<file path="config.mk">
export PLATFORM = sky130hd
export DESIGN_NAME = cmd_arbiter
export DESIGN_NICKNAME = d
export VERILOG_FILES = /design/src/rtl/cpu_pkg.sv /design/src/rtl/rr_arbiter2.sv /design/src/rtl/cmd_arbiter.sv
export SDC_FILE = /design/constraint.sdc
export NUM_CORES = 1
export LEC_CHECK = 0
export BUFFER_PORTS_ARGS = -buffer_cell sky130_fd_sc_hd__buf_2
export CORE_UTILIZATION = 50
export CTS_CLUSTER_SIZE = 10
export DETAILED_ROUTE_END_ITERATION = 10
export PLACE_DENSITY = 0.82
export REMOVE_ABC_BUFFERS = 1
export SLEW_MARGIN = 30
export SYNTH_ARGS = -nofsm -noshare
export SYNTH_HDL_FRONTEND = slang
export SYNTH_SLANG_ARGS = --single-unit
</file>
<file path="constraint.sdc">
create_clock -name clk -period 4.4 [get_ports clk]
set_clock_uncertainty 0.1 [all_clocks]
set_input_delay 0.66 -clock clk [delete_from_list [all_inputs] [get_ports clk]]
set_output_delay 0.66 -clock clk [all_outputs]
set_load 0.01 [all_outputs]
</file>
<file path="src/rtl/cpu_pkg.sv">
// Shared CPU definitions: command width, requester encodings and the
// command-arbiter state type.
package cpu_pkg;

    localparam int CMD_W = 7;

    // Owner / grant-id encodings; also used as bit indices into grant vectors.
    localparam logic REQ_A = 1'b0;
    localparam logic REQ_B = 1'b1;

    typedef enum logic [1:0] {
        IDLE  = 2'd0,
        ISSUE = 2'd1,
        WAIT  = 2'd2,
        RESP  = 2'd3
    } arb_state_t;

endpackage : cpu_pkg

</file>
<file path="src/rtl/rr_arbiter2.sv">
// Two-way round-robin pick. Purely combinational; the caller owns the
// last-grant pointer and decides when it advances.
module rr_arbiter2
    import cpu_pkg::*;
(
    input  logic [1:0] req,
    input  logic       last_grant,
    input  logic       en,
    output logic [1:0] grant,
    output logic       gnt_id
);

    always_comb begin
        // NOTE: every output gets a default before any branch, so no path
        // through this block can leave a value unassigned and infer a latch.
        gnt_id = REQ_A;
        grant  = 2'b00;

        case (req)
            2'b01:   gnt_id = REQ_A;
            2'b10:   gnt_id = REQ_B;
            2'b11:   gnt_id = (last_grant == REQ_A) ? REQ_B : REQ_A;
            default: gnt_id = REQ_A;
        endcase

        if (en && (req != 2'b00)) begin
            grant[gnt_id] = 1'b1;
        end
    end

endmodule : rr_arbiter2

</file>
<file path="src/rtl/cmd_arbiter.sv">
// Round-robin command arbiter for two requesters in front of the control
// unit: issues one command, holds the datapath, then reports completion.
module cmd_arbiter
    import cpu_pkg::*;
#(
    parameter int CMD_W       = cpu_pkg::CMD_W,
    parameter int BUSY_CYCLES = 3
) (
    input  logic             clk,
    input  logic             rst,

    input  logic             a_valid,
    input  logic [CMD_W-1:0] a_cmd,
    output logic             a_ready,
    output logic             a_done,
    output logic             a_err,

    input  logic             b_valid,
    input  logic [CMD_W-1:0] b_cmd,
    output logic             b_ready,
    output logic             b_done,
    output logic             b_err,

    output logic [CMD_W-1:0] cmd_out,
    output logic             cmd_out_valid,
    input  logic             p_error,
    output logic             busy,
    output logic             owner
);

    localparam int CNT_W = $clog2(BUSY_CYCLES + 1);
    localparam logic [CNT_W-1:0] CNT_LOAD = CNT_W'(BUSY_CYCLES - 1);

    arb_state_t       state;
    logic [CMD_W-1:0] cmd_q;
    logic [CNT_W-1:0] cnt;
    logic             err_q;
    logic             last_grant;

    logic             arb_en;
    logic [1:0]       grant;
    logic             gnt_id;
    logic             xfer;
    logic [CMD_W-1:0] sel_cmd;
    logic             err_next;

    // Grants are withheld while reset is asserted so nothing is accepted
    // in a cycle whose state update the reset is about to discard.
    assign arb_en = (state == IDLE) && !rst;

    rr_arbiter2 u_rr_arbiter2 (
        .req        ({b_valid, a_valid}),
        .last_grant (last_grant),
        .en         (arb_en),
        .grant      (grant),
        .gnt_id     (gnt_id)
    );

    assign a_ready  = grant[REQ_A];
    assign b_ready  = grant[REQ_B];
    assign xfer     = grant[REQ_A] | grant[REQ_B];
    assign sel_cmd  = (gnt_id == REQ_B) ? b_cmd : a_cmd;
    assign err_next = err_q | p_error;

    assign busy    = (state != IDLE);
    assign cmd_out = cmd_q;

    always_ff @(posedge clk) begin
        // NOTE: non-blocking assignments throughout, so every register in
        // this block sees the pre-edge value of every other register.
        if (rst) begin
            state         <= IDLE;
            cmd_q         <= '0;
            cnt           <= '0;
            err_q         <= 1'b0;
            last_grant    <= REQ_B;
            owner         <= REQ_A;
            cmd_out_valid <= 1'b0;
            a_done        <= 1'b0;
            a_err         <= 1'b0;
            b_done        <= 1'b0;
            b_err         <= 1'b0;
        end else begin
            cmd_out_valid <= 1'b0;
            a_done        <= 1'b0;
            a_err         <= 1'b0;
            b_done        <= 1'b0;
            b_err         <= 1'b0;

            case (state)
                IDLE: begin
                    if (xfer) begin
                        cmd_q         <= sel_cmd;
                        owner         <= gnt_id;
                        last_grant    <= gnt_id;
                        err_q         <= 1'b0;
                        cmd_out_valid <= 1'b1;
                        state         <= ISSUE;
                    end
                end

                ISSUE: begin
                    err_q <= err_next;
                    cnt   <= CNT_LOAD;
                    state <= WAIT;
                end

                WAIT: begin
                    err_q <= err_next;
                    if (cnt == '0) begin
                        // Completion flags are registered here so they are
                        // visible exactly during the RESP cycle.
                        if (owner == REQ_B) begin
                            b_done <= 1'b1;
                            b_err  <= err_next;
                        end else begin
                            a_done <= 1'b1;
                            a_err  <= err_next;
                        end
                        state <= RESP;
                    end else begin
                        cnt <= cnt - 1'b1;
                    end
                end

                RESP: begin
                    state <= IDLE;
                end

                default: begin
                    state <= IDLE;
                end
            endcase
        end
    end

    a_single_ready : assert property (@(posedge clk) !(a_ready && b_ready));

    a_cnt_bound : assert property (@(posedge clk) disable iff (rst)
        (state == WAIT) |-> (int'(cnt) < BUSY_CYCLES));

endmodule : cmd_arbiter

</file>
## Word-level counts from Yosys, hierarchy flattened

Index checks and enable logic that the tools add are counted.

| word-level totals | value |
|---|---|
| register bits | 19 |
| input port bits | 19 |
| output and inout bits | 16 |
| logic and storage cells | 63 |

| cells by class | value |
|---|---|
| $add $sub $neg | 1 |
| magnitude comparators | 2 |
| eq/ne operators | 8 |
| multiplexer cells | 16 |
| bitwise operators | 6 |
| reduce and logical (&&, ||, !) cells | 19 |

Operators with widths:

| cell | count |
|---|---|
| $eq 2x2->1 const B | 4 |
| $mux 2 | 4 |
| $pmux 2 s4 | 1 |
| $reduce_and 2->1 | 4 |
| $reduce_bool 2->1 | 4 |
| $reduce_or 4->1 | 2 |
| $mux 7 | 1 |
| $mux 1 | 6 |
| $ne 2x2->1 const B | 3 |
| $logic_not 2->1 | 2 |
| $not 1->1 | 4 |
| $pmux 1 s2 | 2 |
| $pmux 2 s2 | 1 |
| $reduce_or 2->1 | 2 |
| $logic_and 1x1->1 | 3 |
| $reduce_or 3->1 | 1 |
| $eq 2x1->1 const B | 1 |
| $lt 1x2->1 const B | 1 |
| $or 1x1->1 | 2 |
| $sub 2x1->2 const B | 1 |
| $demux 1 s1 | 1 |
| $ge 1x1->1 const B | 1 |
| $logic_not 1->1 | 1 |

## Longest topological paths before layout

Gate-level depths: netlist (run 1).

| depth | value |
|---|---|
| depth in word-level cells | 10 |
| mapped depth | 6 |
| depth with buffers taken out | 5 |

## Hierarchy

Synthesis (run 1) repeated with hierarchy kept, for this count alone.

| unflattened totals | value |
|---|---|
| cell total of the unflattened synthesis | 93 |
| area total of the unflattened synthesis | 862.1 um^2 |

By module, submodules not included:

| module | times used | cells each | area an instance (um^2) | seq. area each (um^2) |
|---|---|---|---|---|
| cmd_arbiter | 1 | 88 | 832.0 | 380.4 |
| rr_arbiter2 | 1 | 5 | 30.0 | 0.0 |

## Least setup slack after synthesis (run 1)

OpenSTA, ideal clock, no wires.

| path | value |
|---|---|
| path type | input to output |
| from | in rst |
| to | out a_ready |
| arrival | 1276 ps |
| data required time | 3640 ps |
| slack | 2364 ps |
| stages | 4 |
| path buffers | 2 |
| cells stage by stage | buf_6 > and3b_1 > buf_2 > and2_1 |

| on the way | value |
|---|---|
| cells in the longest elaborated chain, start to end | 4 |

RTL lines:

| element | RTL line | text |
|---|---|---|
| from (decl) | cmd_arbiter.sv:10 | `input logic rst,` |
| $logic_not 1->1 | cmd_arbiter.sv:49 | `assign arb_en = (state == IDLE) && !rst;` |
| $logic_and 1x1->1 | cmd_arbiter.sv:49 |  |
| $logic_and 1x1->1 | rr_arbiter2.sv:26 | `if (en && (req != 2'b00)) begin` |
| $mux 2 | rr_arbiter2.sv:26 |  |
| to (decl) | cmd_arbiter.sv:14 | `output logic a_ready,` |

No other way between the ends.

## Worst setup path after layout (run 1)

| path | value |
|---|---|
| from | reg state[0] |
| to | out b_ready |

| on the way | value |
|---|---|
| cells in the longest elaborated chain, start to end | 4 |

RTL lines:

| element | RTL line | text |
|---|---|---|
| from (decl) | cmd_arbiter.sv:34 | `arb_state_t state;` |
| from (signal assigned) | cmd_arbiter.sv:72 | `state <= IDLE;` |
| from (signal assigned) | cmd_arbiter.sv:98 | `state <= ISSUE;` |
| from (signal assigned) | cmd_arbiter.sv:105 | `state <= WAIT;` |
| $logic_not 2->1 | cmd_arbiter.sv:49 |  |
| $logic_and 1x1->1 | cmd_arbiter.sv:49 |  |
| $logic_and 1x1->1 | rr_arbiter2.sv:26 |  |
| $mux 2 | rr_arbiter2.sv:26 |  |
| to (decl) | cmd_arbiter.sv:20 | `output logic b_ready,` |

No other way between the ends.

==> qor.yml, run 1 <==
dieArea_um2: 1915
drc: 3
clockRootBuffer: "clkbuf_4"
critPathRequiredTime_ps: 3640
internal-power_w: 0.0003326
fill_cells: 143
violations: "DRC"
grt_max_degree: 18
hold_buffers: 0
ys_top_cells_by_count: "dfxtp_1, o21ai_0, nand3_1, a31oi_1, nand4_1"
synth_most_common_cell: "dfxtp_1"
io_buffers: 34
floorplan.initialDensity_pct: 55.94
timing.final.max_slew_violations: 0
routed_via_density: 5.757
grt_overflow: 0
cts_tree: "built"
cts_resized: 0
clkTransAtPathRegs_ps: 110
clock_path_buffers: 2
netlist.area_leader.share_pct: 43.62
cp_data_arrival_time_ps: 1700
endpoint_kind: "primary output"
worstPathMaxFanout: 9
yosys_most_used_dff: "dfxtp_1"
period_needed_ps: 2464
antenna_found_initial: 0
swShare_pct: 37.43
core_area_um2: 1559
grt_pass1_vias: 706
p_sw_w: 0.0001990
power.share.clock_pct: 16.6
detail-route-antenna-nets: 0
htree_num_levels: 1
wirelength_um: 1812
numCtsBuffers: 3
final_util_pct: 67.34
netlist_area_um2: 872.1
tightestPinTransition_ps: 456.6
grt_pass1_wl_um: 2884
r2r_cells: 5
syn_inst: 100
max_clock_freq_mhz: 405.8
drt_iter0_drc: 36
track_usage_pct: 19.86
cts_setup_buffers: 0
yosysSeqAreaShare_pct: 43.62
synth_cell_type_count: 30
syn_area_per_cell_um2: 8.721
clk_latency_ps: 290
numClockSinks: 19
rsz0062_at_grt: "no"
dieWidth_um: 43.77
area_growth_pct: 20.37
finalHoldViolCount: 0
die_y_um: 43.77
num_vias: 852
path_class: "flip-flop to primary output"
firstDrtPassIters: 8
yosys.area.top_type: "dfxtp_1"
run_status: "complete, but fails checks"
synth_edf_count: 0
detailed_place_hpwl_um: 1357
gp_congestion: 0.8406
num_io_pins: 35
multi_input_area_um2: 429.2
cap_violations: 0
post-route-period-util_pct: 56.01
leakage_nw: 0.4697
wire_per_inst_um: 12.24
insertedDiodeCount: 0
cp-start-kind: "flip-flop"
drive_gt1_share_pct: 30.30
synth.area.top_cells: "dfxtp_1, o21ai_0, ha_1"
power.density_nw_per_um2: 506.4
setup_tns_ps: 0
synthArstFlopShare_pct: 0
hp-class: "flip-flop to flip-flop"
num_rows: 14
worstHoldPathCells: 2
nets: 156
pwr-share-comb_pct: 40.5
max_slew_margin_pct: 69.45
setup_viol: 0
seq_area_um2: 380.4
irDropWorstVdd_v: 0.0003363
seqPwrFrac_pct: 43.0
ys_ff_latch: 19
ys_warn_count: 0
==> kinds of logic after synthesis <==
group,share of synthesized area (%)
AOI/OAI and AO/OA,18.80
DFF,43.61
buffers and inverters,7.172
and+or+nand+nor,24.68
adders and majority gates,5.739
==> cell type report <==
cell class,instances,share of cell area [%]
repair buffers,34,16.21
clock buffers,3,2.145
flip-flops and latches,19,36.23
clock inverters,1,0.4768
inverters,6,2.145
multi-input cells,69,40.88
well taps,16,1.907
==> worst paths after layout <==
check                   from          to  slack [ps]
setup reg to reg    state[0]  cmd_out[6]        2830
setup / recovery    state[0]     b_ready        1940
hold / removal    cmd_out[4]  cmd_out[4]         410
hold reg to reg   cmd_out[4]  cmd_out[4]         410
==> routing by layer <==
layer	GRT usage, %	part of all wire, %
met2	27.46	44
met1	29.38	49
met3	5.000	7.6
met5	0	0
met4	7.500	0
==> power by group through the flow <==
stage	registers (W)	logic (W)	clock network, W
after floorplan	0.000239	0.000136	0
after global placement	0.000230	0.000207	0
after detailed placement	0.000232	0.000213	0
after CTS	0.000228	0.000214	0.0000892
after global routing	0.000233	0.000240	0.0000968
final	0.000228	0.000215	0.0000880
==> registers in the layout, summed over array words and instances (netlist names) <==
| name | flops |
|---|---|
| a_done | 1 |
| a_err | 1 |
| b_done | 1 |
| b_err | 1 |
| cmd_out | 7 |
| cmd_out_valid | 1 |
| cnt | 2 |
| err_q | 1 |
| last_grant | 1 |
| owner | 1 |
| state | 2 |
==> metrics by stage <==
stage	cells	hold slack, ps	instance area (um2)	power [W]	setup slack [ps]
after floorplan	94	364.2	832.0	0.0003753	2484
after global placement	144	394.9	1022	0.0004370	2133
after detailed placement	144	393.6	1022	0.0004442	2114
after CTS	148	411.3	1050	0.0005310	1926
after global routing	148	441.7	1050	0.0005694	1811
final	148	406.5	1050	0.0005316	1936
==> cells in the final DEF (no fill, tap or decap) <==
| cell | Yosys | routed |
|---|---|---|
| dfxtp_1 | 19 | 19 |
| ha_1 | 4 | 4 |
| buf_2 | 2 | 34 |
| clkinv_2 | 0 | 1 |
| nor2b_2 | 1 | 1 |
| nor4_1 | 1 | 1 |
| o21ai_0 | 11 | 11 |
| a31oi_1 | 7 | 7 |
| o311a_1 | 1 | 1 |
| nand3b_1 | 1 | 1 |
| and3_1 | 1 | 1 |
| nor2b_1 | 1 | 1 |
| nand3_1 | 8 | 8 |
| nor3_1 | 3 | 3 |
| nor3b_1 | 1 | 1 |
| a21oi_1 | 6 | 6 |
| and2_1 | 1 | 1 |
| clkbuf_4 | 0 | 3 |
| and3b_1 | 1 | 1 |
| nand2_1 | 3 | 3 |
| nand2b_1 | 2 | 2 |
| inv_1 | 6 | 6 |
| nand4_1 | 7 | 7 |
| and3_4 | 1 | 1 |
| or3b_1 | 1 | 1 |
| a31o_1 | 1 | 1 |
| a311oi_1 | 1 | 1 |
| nor2_1 | 4 | 4 |
| a21o_1 | 1 | 1 |
==> critical path, cell delays in order, from the launching register on <==
cell and delay [ps]:
dfxtp_1 310, inv_1 110, ha_1 280, nor2b_2 350, and3_4 240, buf_2 120
Power figures use the tool's default switching activity.
==> run 2, diff against run 1 <==
- ABC_AREA: unset -> 1
- CORE_UTILIZATION: 50 -> 47
- PLACE_DENSITY: 0.82 -> 0.77
- clock period: 4.4 -> 2.4 ns (I/O delays scaled with it)
==> run 2 against run 1 <==
  * The flow now finishes without violations
  * Combinational power up 120%
  * Die area grew 14%
  * Sequential power grew 82%
  * Final cell count increased by 20%
  * Worst hold slack worse by 110 ps
  * Highest routed layer is now met4
  * Synthesized cell count increased by 17%
==> qor.yml, run 2 <==
ys_ff_latch: 19
run_status: "finished, final reports clean"
detail-route-antenna-nets: 0
synth_most_common_cell: "nand2_1"
num_io_pins: 35
drt_iter0_drc: 10
timing.hold.ws_ps: 300.1
hp-start: "a_cmd[0]"
synth_edf_count: 0
drc: 0
yosysSeqAreaShare_pct: 40.37
timing.rr.end: "cnt[0]"
synthArstFlopShare_pct: 0
yosys.area.top_type: "dfxtp_1"
path_class: "flip-flop to primary output"
wire_per_inst_um: 10.51
io_buffers: 34
synth_top_family_by_area: "simple AND/OR/NAND/NOR gates"
numCtsBuffers: 3
stdcell_count: 178
stdcell_area_um2: 1155
cts_resized: 0
internal-power_w: 0.0006248
hold_path_end: "cmd_out[0]"
power.share.clock_pct: 15.5
cts_setup_buffers: 0
gp_congestion: 0.7549
cts_tree: "built"
clock_path_buffers: 2
hold_buffers: 0
numClockSinks: 19
worst-r2r-setup-slack_ps: 990
critPathRequiredTime_ps: 1940
pwr-share-comb_pct: 44.8
grt_overflow: 0
cpMaxStageDelayCell: "dfxtp_1"
p_sw_w: 0.0004219
firstDrtPassIters: 5
grt_pass1_wl_um: 2987
worstHoldPathCells: 5
fill_cells: 175
swShare_pct: 40.31
post-route-period-util_pct: 82.07
insertedDiodeCount: 0
netlist.area_leader.share_pct: 40.37
syn_inst: 117
cp-start-kind: "flip-flop"
ys_warn_count: 0
reg2reg_from: "state[1]"
rsz0062_at_grt: "no"
slowest_delay_ps: 330
max_clock_freq_mhz: 507.7
antenna_found_initial: 0
max_slew_margin_pct: 78.44
num_vias: 828
timing.final.max_slew_violations: 0
power.density_nw_per_um2: 906.3
netlist_area_um2: 942.2
synth_cell_type_count: 22
htree_num_levels: 1
synthSimpleGateAreaFrac_pct: 33.73
largest_reg_flops: 7
syn_area_per_cell_um2: 8.053
clk_latency_ps: 290
detailed_place_hpwl_um: 1489
hp-class: "input port to flip-flop"
irDropWorstVdd_v: 0.0005746
place_area_um2: 1127
grt_max_degree: 14
r2r_cells: 7
drive_gt1_share_pct: 41.18
area_growth_pct: 22.58
num_rows: 15
setup_viol: 0
seqPwrFrac_pct: 39.7
dp.cells: 174
synth_compound_area_share_pct: 14.08
finalHoldViolCount: 0
yosys_most_used_dff: "dfxtp_1"
wirelength_um: 1870
floorplan.initialDensity_pct: 52.29
ys_top_cells_by_count: "nand2_1, dfxtp_1, nor2_1"
clkTransAtPathRegs_ps: 110
routed_via_density: 4.652
final_common_cell: "buf_2"
synth.area.top_cells: "dfxtp_1, nand2_1, a21oi_2"
layout_common_cells: "buf_2, nand2_1, dfxtp_1"
crit_chain: "inv_1 -> ha_1 -> nand2_2 -> nor2_8 -> inv_8 -> a21oi_2 -> buf_2"
tightestPinTransition_ps: 323.5
synth_xor_area_share_pct: 0
cp_data_arrival_time_ps: 1510
endpoint_kind: "primary output"
dieArea_um2: 2187
synth_adder_area_share_pct: 5.312
grt_pass1_vias: 720
track_usage_pct: 19.38
leakage_nw: 0.5689
yosys-mux-area-fraction_pct: 0
p_total_w: 0.001047
dieWidth_um: 46.77
period_needed_ps: 1970
nets: 177
clockRootBuffer: "clkbuf_4"
cap_violations: 0
setup_tns_ps: 0
worstPathMaxFanout: 10
core_area_um2: 1802
die_y_um: 46.77
## run 2: changes by cell type after synthesis, sizes merged, moves of 2 or more
cell	before	now
a21oi	6	14
a31oi	7	0
and3	2	0
buf	5	2
inv	6	10
nand2	3	40
nand2b	2	0
nand4	7	0
nor2	4	12
nor2b	2	0
o21ai	11	2
## run 2: cell type report
class | count | area [um2] | share of cell area [%]
repair buffers | 34 | 170.2 | 14.73
inverters | 10 | 45.04 | 3.900
flip-flops and latches | 19 | 380.4 | 32.94
well taps | 25 | 31.28 | 2.709
clock buffers | 3 | 22.52 | 1.950
multi-input cells | 86 | 500.5 | 43.34
clock inverters | 1 | 5.005 | 0.4334
## run 2: power by group through the flow
| stage | sequential, W | combinational (W) | clock [W] |
|---|---|---|---|
| after global placement | 0.000423 | 0.000463 | 0 |
| after CTS | 0.000416 | 0.000475 | 0.000165 |
| after floorplan | 0.000435 | 0.000332 | 0 |
| after global routing | 0.000424 | 0.000542 | 0.000180 |
| final | 0.000416 | 0.000469 | 0.000162 |
| after detailed placement | 0.000424 | 0.000472 | 0 |
## run 2: per-layer routing
| metal | global-route usage [%] | share of wire [%] | vias to the layer above | routed length (um) |
|---|---|---|---|---|
| li1 | - | - | 453 | - |
| met1 | 26.97 | 49 | 357 | 912 |
| met2 | 30.28 | 48 | 16 | 898 |
| met3 | 3.462 | 2.8 | 2 | 53 |
| met4 | 6.857 | 0.32 | 0 | 6 |
| met5 | 0 | 0 | - | 0 |
## run 2: stage by stage
step	setup slack, ps	utilization [%]
2_1_floorplan	909.6	-
3_3_place_gp	650.7	62.57
6_report	430.4	64.10
3_5_place_dp	619.3	62.57
5_1_grt	291.0	64.10
4_1_cts	405.2	64.10
## run 2: how the worst max path moves through the flow
stage | start | to | slack (ps) | depth (start not counted)
CTS | state[0] | a_ready | 410 | 7
finish | state[0] | a_ready | 430 | 7
global placement | rst | a_ready | 650 | 7
global route | state[0] | a_ready | 290 | 7
detailed placement | rst | a_ready | 620 | 7
floorplan | state[0] | a_ready | 910 | 6
## run 2: critical path, delay by kind of cell, from the launching register on
kind,cells,cell delay [ps]
flip-flops,1,330
buffers and inverters,3,310
AND/OR/NAND/NOR,2,290
adder cells (fa/ha/maj),1,190
AO/OA/AOI/OAI,1,90
## run 2: cell families (layout without fill, tap and decap cells)
group,after synthesis,after routing
and+or+nand+nor,64,64
DFF,19,19
AOI/OAI and AO/OA,18,18
buffers and inverters,12,48
adders and majority gates,4,4
